$ cat config.mk
export PLATFORM = sky130hd
export DESIGN_NAME = spike_gen
export DESIGN_NICKNAME = d
export VERILOG_FILES = /design/src/rtl/spike_gen_pkg.sv /design/src/rtl/thresh_adapt.sv /design/src/rtl/spike_gen.sv
export SDC_FILE = /design/constraint.sdc
export NUM_CORES = 1
export LEC_CHECK = 0
export CAP_MARGIN = 20
export CORE_ASPECT_RATIO = 0.6
export CORE_MARGIN = 1.5
export CORE_UTILIZATION = 45
export CTS_CLUSTER_DIAMETER = 200
export CTS_CLUSTER_SIZE = 20
export DETAILED_ROUTE_END_ITERATION = 16
export GPL_TIMING_DRIVEN = 1
export PLACE_DENSITY = 0.76
export SYNTH_ARGS = -nofsm -noshare
export SYNTH_HDL_FRONTEND = slang
export SYNTH_SLANG_ARGS = --single-unit
$ cat constraint.sdc
create_clock -name clk -period 1.8 [get_ports clk]
set_input_delay 0.45 -clock clk [delete_from_list [all_inputs] [get_ports clk]]
set_output_delay 0.45 -clock clk [all_outputs]
set_load 0.02 [all_outputs]
$ cat src/rtl/spike_gen_pkg.sv
// spike_gen_pkg: shared FSM state type, widths and saturation helper for spike_gen
package spike_gen_pkg;

   typedef enum logic {IDLE, REFRACT} state_t;

   localparam int WIDTH_DEF = 8;
   localparam int REFRACT_W = 4;

   function automatic logic [31:0] sat_max(input int w);
      return (w >= 32) ? '1 : (32'd1 << w) - 32'd1;
   endfunction

endpackage

$ cat src/rtl/thresh_adapt.sv
// thresh_adapt: adaptive firing threshold (used when SPIKE_GEN_ADAPT_THRESH_EN is defined)
module thresh_adapt
   import spike_gen_pkg::*;
#(
   parameter int WIDTH        = WIDTH_DEF,
   parameter int ADAPT_STEP   = 16,
   parameter int DECAY_PERIOD = 8
) (
   input  logic             clk,
   input  logic             reset,
   input  logic [WIDTH-1:0] threshold_cfg,
   input  logic             spike,
   output logic [WIDTH-1:0] thr_eff
);

   localparam int DW = $clog2(DECAY_PERIOD + 1);
   localparam logic [DW-1:0] DLAST = DW'(DECAY_PERIOD - 1);
   localparam logic [WIDTH-1:0] TMAX = WIDTH'(sat_max(WIDTH));

   logic [DW-1:0] dcnt;
   logic [WIDTH:0] bumped;

   assign bumped = {1'b0, thr_eff} + (WIDTH + 1)'(ADAPT_STEP);

   // spike bumps the threshold (saturating) and restarts decay; otherwise snap up or decay toward base
   always_ff @(posedge clk) begin
      if (reset) begin
         thr_eff <= threshold_cfg;
         dcnt    <= '0;
      end else if (spike) begin
         thr_eff <= (bumped > {1'b0, TMAX}) ? TMAX : bumped[WIDTH-1:0];
         dcnt    <= '0;
      end else begin
         dcnt <= (dcnt == DLAST) ? '0 : dcnt + 1'b1;
         if (threshold_cfg > thr_eff)
            thr_eff <= threshold_cfg;
         else if (dcnt == DLAST && thr_eff != threshold_cfg)
            thr_eff <= thr_eff - 1'b1;
      end
   end

endmodule

$ cat src/rtl/spike_gen.sv
// spike_gen: threshold/fire stage with refractory window and saturating spike counter (option: SPIKE_GEN_ADAPT_THRESH_EN)
module spike_gen
   import spike_gen_pkg::*;
#(
   parameter int WIDTH        = WIDTH_DEF,
   parameter int REFRACT_CYC  = 4,
   parameter int CNT_W        = 16,
   parameter int ADAPT_STEP   = 16,
   parameter int DECAY_PERIOD = 8
) (
   input  logic             clk,
   input  logic             reset,
   input  logic             enable,
   input  logic [WIDTH-1:0] mem_state,
   input  logic [WIDTH-1:0] threshold_cfg,
   input  logic             clear_count,
   output logic             spike,
   output logic             refractory,
   output logic [CNT_W-1:0] spike_count,
   output logic [WIDTH-1:0] thr_eff
);

   localparam logic [CNT_W-1:0] CNT_MAX = CNT_W'(sat_max(CNT_W));
   localparam logic [REFRACT_W-1:0] REFR_LOAD = REFRACT_W'(REFRACT_CYC - 1);

   state_t state;
   logic [REFRACT_W-1:0] refr_cnt;
   logic fire_ok;

   assign fire_ok = enable && (mem_state >= thr_eff);

`ifdef SPIKE_GEN_ADAPT_THRESH_EN
   thresh_adapt #(
      .WIDTH       (WIDTH),
      .ADAPT_STEP  (ADAPT_STEP),
      .DECAY_PERIOD(DECAY_PERIOD)
   ) u_thresh_adapt (
      .clk          (clk),
      .reset        (reset),
      .threshold_cfg(threshold_cfg),
      .spike        (spike),
      .thr_eff      (thr_eff)
   );
`else
   logic unused_adapt;
   assign unused_adapt = ^{ADAPT_STEP, DECAY_PERIOD};

   // base threshold registered straight through
   always_ff @(posedge clk) thr_eff <= threshold_cfg;
`endif

   // the last window cycle doubles as the next firing decision, so the spike period equals REFRACT_CYC (min 2)
   always_ff @(posedge clk) begin
      if (reset) begin
         state      <= IDLE;
         refr_cnt   <= '0;
         spike      <= 1'b0;
         refractory <= 1'b0;
      end else if (state == IDLE || (refr_cnt == '0 && !spike)) begin
         state      <= fire_ok ? REFRACT : IDLE;
         refr_cnt   <= fire_ok ? REFR_LOAD : '0;
         spike      <= fire_ok;
         refractory <= fire_ok;
      end else begin
         state      <= (refr_cnt == '0) ? IDLE : REFRACT;
         refr_cnt   <= (refr_cnt == '0) ? '0 : refr_cnt - 1'b1;
         spike      <= 1'b0;
         refractory <= (refr_cnt != '0);
      end
   end

   // saturating spike counter; clear wins over a coincident spike
   always_ff @(posedge clk) begin
      if (reset || clear_count)
         spike_count <= '0;
      else if (spike && spike_count != CNT_MAX)
         spike_count <= spike_count + 1'b1;
   end

endmodule

==> results.md <==
* Number of CTS-inserted buffers at 5
* N_diodes at 0
* Initial antenna violation count at 0
* Post-synth cell types at 38
* CP Class: reg2reg
* Gr ovfl total at 0
* IO Port Bufs at 45
* Mapped Cells at 159
* Slew Viols, Final at 0
* Remaining antenna violation count at 0
* Internal power at 0.00109 W
* CTS tree: built
* Post-synthesis adder-cell area fraction at 7.97%
* Register share of total power at 48.4%
* Top FF cell, synth: dfxtp_1
* WL final at 4330 um
* Synthesis-to-finish area growth at 50.8%
* Core area at 0.00293 sq mm
* Critical Path Source: spike_count[9]$_SDFFE_PP0P_
* Register-to-register setup slack at 0.03 ns
* Dpl hpwl at 2940 um
* CP max stage delay at 0.52 ns
* Worst EP required at 1.96 ns
* Most common cell after layout, fill and taps aside: clkdlybuf4s50_1
* # H-tree levels at 2
* # fillers at 229
* Fraction of registers with async set/reset at 0%
* R2R depth at 4
* Non-filler cells in the finished layout at 257
* Post-Syn Area at 0.00141 sq mm
* Multiplexer share of the synthesized area at 0%
* Synth area leaders: dfxtp_1 43%, ha_1 8.0%, o21ai_0 5.3%, a21oi_1 4.6%, nor3_1 3.5%
* Worst-Margin Slew at 0.416 ns
* IO Count at 46
* Vias per cell at 5.68
* Pwr/cell area at 671 mW/mm^2
* Final GP Congestion at 0.853
* Die width at 75.3 um
* Post-CTS setup buffer count at 0
* Syn_nets at 188
* Fin. Hold Viols at 0
* Worst setup path endpoint: spike_count[15]$_SDFFE_PP0P_
* Clk pwr share at 39.1%
* Skew final at 0.00478 ns
* R2r endpoint: spike_count[15]$_SDFFE_PP0P_
* Max_cap viols at 0
* Synth Area in XOR/XNOR at 0.620%
* Post-synthesis simple-gate area fraction at 26.9%
* DR pass1 iterations at 4
* Combinational family with the most area after synthesis: simple AND/OR/NAND/NOR gates
* Leak at 0.942 nW
* Slew HR at 72.1%
* Number of flops mapped to enable cells by yosys at 0
* Largest net degree at the start of global routing at 15
* Final Cycle Share at 98.2%
* Global-route wire length before repair at 6380 um
* Worst EP arrival at 1.93 ns
* Clock sinks at 30
* Initial DRC count at 94
* Initial core utilization at 48.2%
* Ys Warns at 0
* Worst hold start: spike_count[3]$_SDFFE_PP0P_
* Root buf cell: clkbuf_8
* Vias in the first global route at 1,320
* Psw at 0.000343 W
* Fmax at 566 MHz
* Critical path endpoint category: flip-flop
* Status: finished clean
* Worst Hold Class: reg2reg
* Vert. Die Dim at 46.4 um
* Aggregate global-route resource usage at 25.5%
* DR WL/cell at 16.8 um
* Critical Path Source Type: flip-flop
* RR Startpoint: spike_count[9]$_SDFFE_PP0P_
* Row cnt at 15
* Vias at 1,460
* Commonest cells after routing, fill and taps aside: 28 x clkdlybuf4s50_1, 25 x dfxtp_1, 13 x a21oi_1, 13 x o21ai_0
* Synth Register Bits at 30
* CP max FO at 9
* Nets at 243
* Synth Area in Compound Gates at 18.2%
* Critical-path top delay cell: or3_2
* Yosys top cell area share at 42.5%
* Critical path cell sequence: nand4_2, or3_2, nor4_1, nor3_1
* IR drop worst, VDD at 0.468 mV
* Register area share after synthesis at 42.5%
* Sw Ratio at 24.0%
* Placed cells at 249
* Leading area contributor after synthesis: dfxtp_1
* # setup viols final at 0
* Full die area at 0.00350 sq mm
* Clk_lat worst skew at 0.28 ns
* Synthesized area per cell at 8.88 sq um
* Clock transition at path regs at 0.06 ns
* Hold-fix buffers, CTS at 0
* Crit path time final at 1.77 ns
* Drt drc at 0
* Clock buffer depth at 2
* Setup tns final at 0 ns
* Layout cells sized above 1 at 16.7%
* Combinational power share at 12.6%
==> synth_stat cells (2+ instances only) <==
cell,count
clkbuf_1,2
or4_1,2
or3_2,2
nor4_1,5
a21o_1,2
inv_1,10
a41oi_1,2
o21ai_0,15
or3_1,7
o211ai_1,2
nor3_1,10
a21oi_1,13
ha_1,9
nor2_1,6
nand2b_1,3
o31ai_1,2
nand3_1,5
o21a_1,2
nand4_1,3
nand2_1,9
or2_2,2
dfxtp_1,30
==> worst max-delay path: cells and delay by family, from the launching register on <==
family / cells / cell delay, ns
AND/OR/NAND/NOR: 4 / 1.20
flip-flops: 1 / 0.46
==> registers in the layout, indices dropped and copies added (netlist names) <==
name	flops
spike_count	16
spike	1
refr_cnt	4
thr_eff	8
refractory	1
==> final cells by class <==
| cell class | instances | area [sq um] | share of cell area [%] |
|---|---|---|---|
| Clock buffer | 7 | 86.3 | 4.05 |
| Tap cell | 42 | 52.6 | 2.47 |
| Sequential cell | 30 | 607 | 28.5 |
| Inverter | 10 | 37.5 | 1.76 |
| Timing Repair Buffer | 51 | 508 | 23.8 |
| Multi-Input combinational cell | 116 | 835 | 39.2 |
| Clock inverter | 1 | 5.00 | 0.235 |
==> kinds of logic after synthesis <==
logic type | Yosys count
and+or+nand+nor | 63
buffers and inverters | 13
AOI/OAI and AO/OA | 43
adders and majority gates | 9
DFF | 30
xor gates and xnor gates | 1
==> through the flow <==
step	hold WS (ns)	instance area (sq um)	power, W	util (%)	setup slack [ns]
floorplan	0.478	1420	0.000774	-	0.0200
global placement	0.491	1950	0.000853	66.7	-0.394
detailed placement	0.519	1950	0.000862	66.7	-0.419
CTS	0.531	2060	0.00143	70.3	0.00412
global route	0.542	2130	0.00149	72.8	-0.0590
finish	0.522	2130	0.00143	72.8	0.0318
==> power by group through the flow <==
| stage | clock network (W) | registers [W] | logic, W |
|---|---|---|---|
| finish | 0.000559 | 0.000691 | 0.000180 |
| global route | 0.000609 | 0.000692 | 0.000193 |
| CTS | 0.000565 | 0.000691 | 0.000170 |
| detailed placement | 0 | 0.000705 | 0.000156 |
| global placement | 0 | 0.000704 | 0.000149 |
| floorplan | 0 | 0.000719 | 0.0000552 |
==> what timing repair did <==
action / in CTS / in global routing
pin swaps: 2 / 6
endpoints found under the setup margin: 12 / 21
gates resized for setup: 13 / 22
==> metal layers <==
| layer | track usage [%] | up-vias | share of wire, % |
|---|---|---|---|
| met5 | 0 | - | 0 |
| met4 | 11.8 | 0 | 2.2 |
| met3 | 7.22 | 13 | 4.4 |
| met2 | 39.3 | 37 | 49 |
| met1 | 33.2 | 700 | 44 |
| li1 | - | 710 | - |
==> worst min path at each step <==
stage / endpoint / slack (ns) / depth (start not counted)
4_1_cts: refr_cnt[3]$_SDFF_PP0_ / 0.53 / 1
6_report: spike_count[3]$_SDFFE_PP0P_ / 0.52 / 2
3_3_place_gp: refr_cnt[2]$_SDFF_PP0_ / 0.49 / 2
3_5_place_dp: refr_cnt[3]$_SDFF_PP0_ / 0.52 / 1
5_1_grt: spike_count[13]$_SDFFE_PP0P_ / 0.54 / 2
2_1_floorplan: thr_eff[0]$_DFF_P_ / 0.48 / 0
Note: power is estimated with default switching activity, not from simulation.
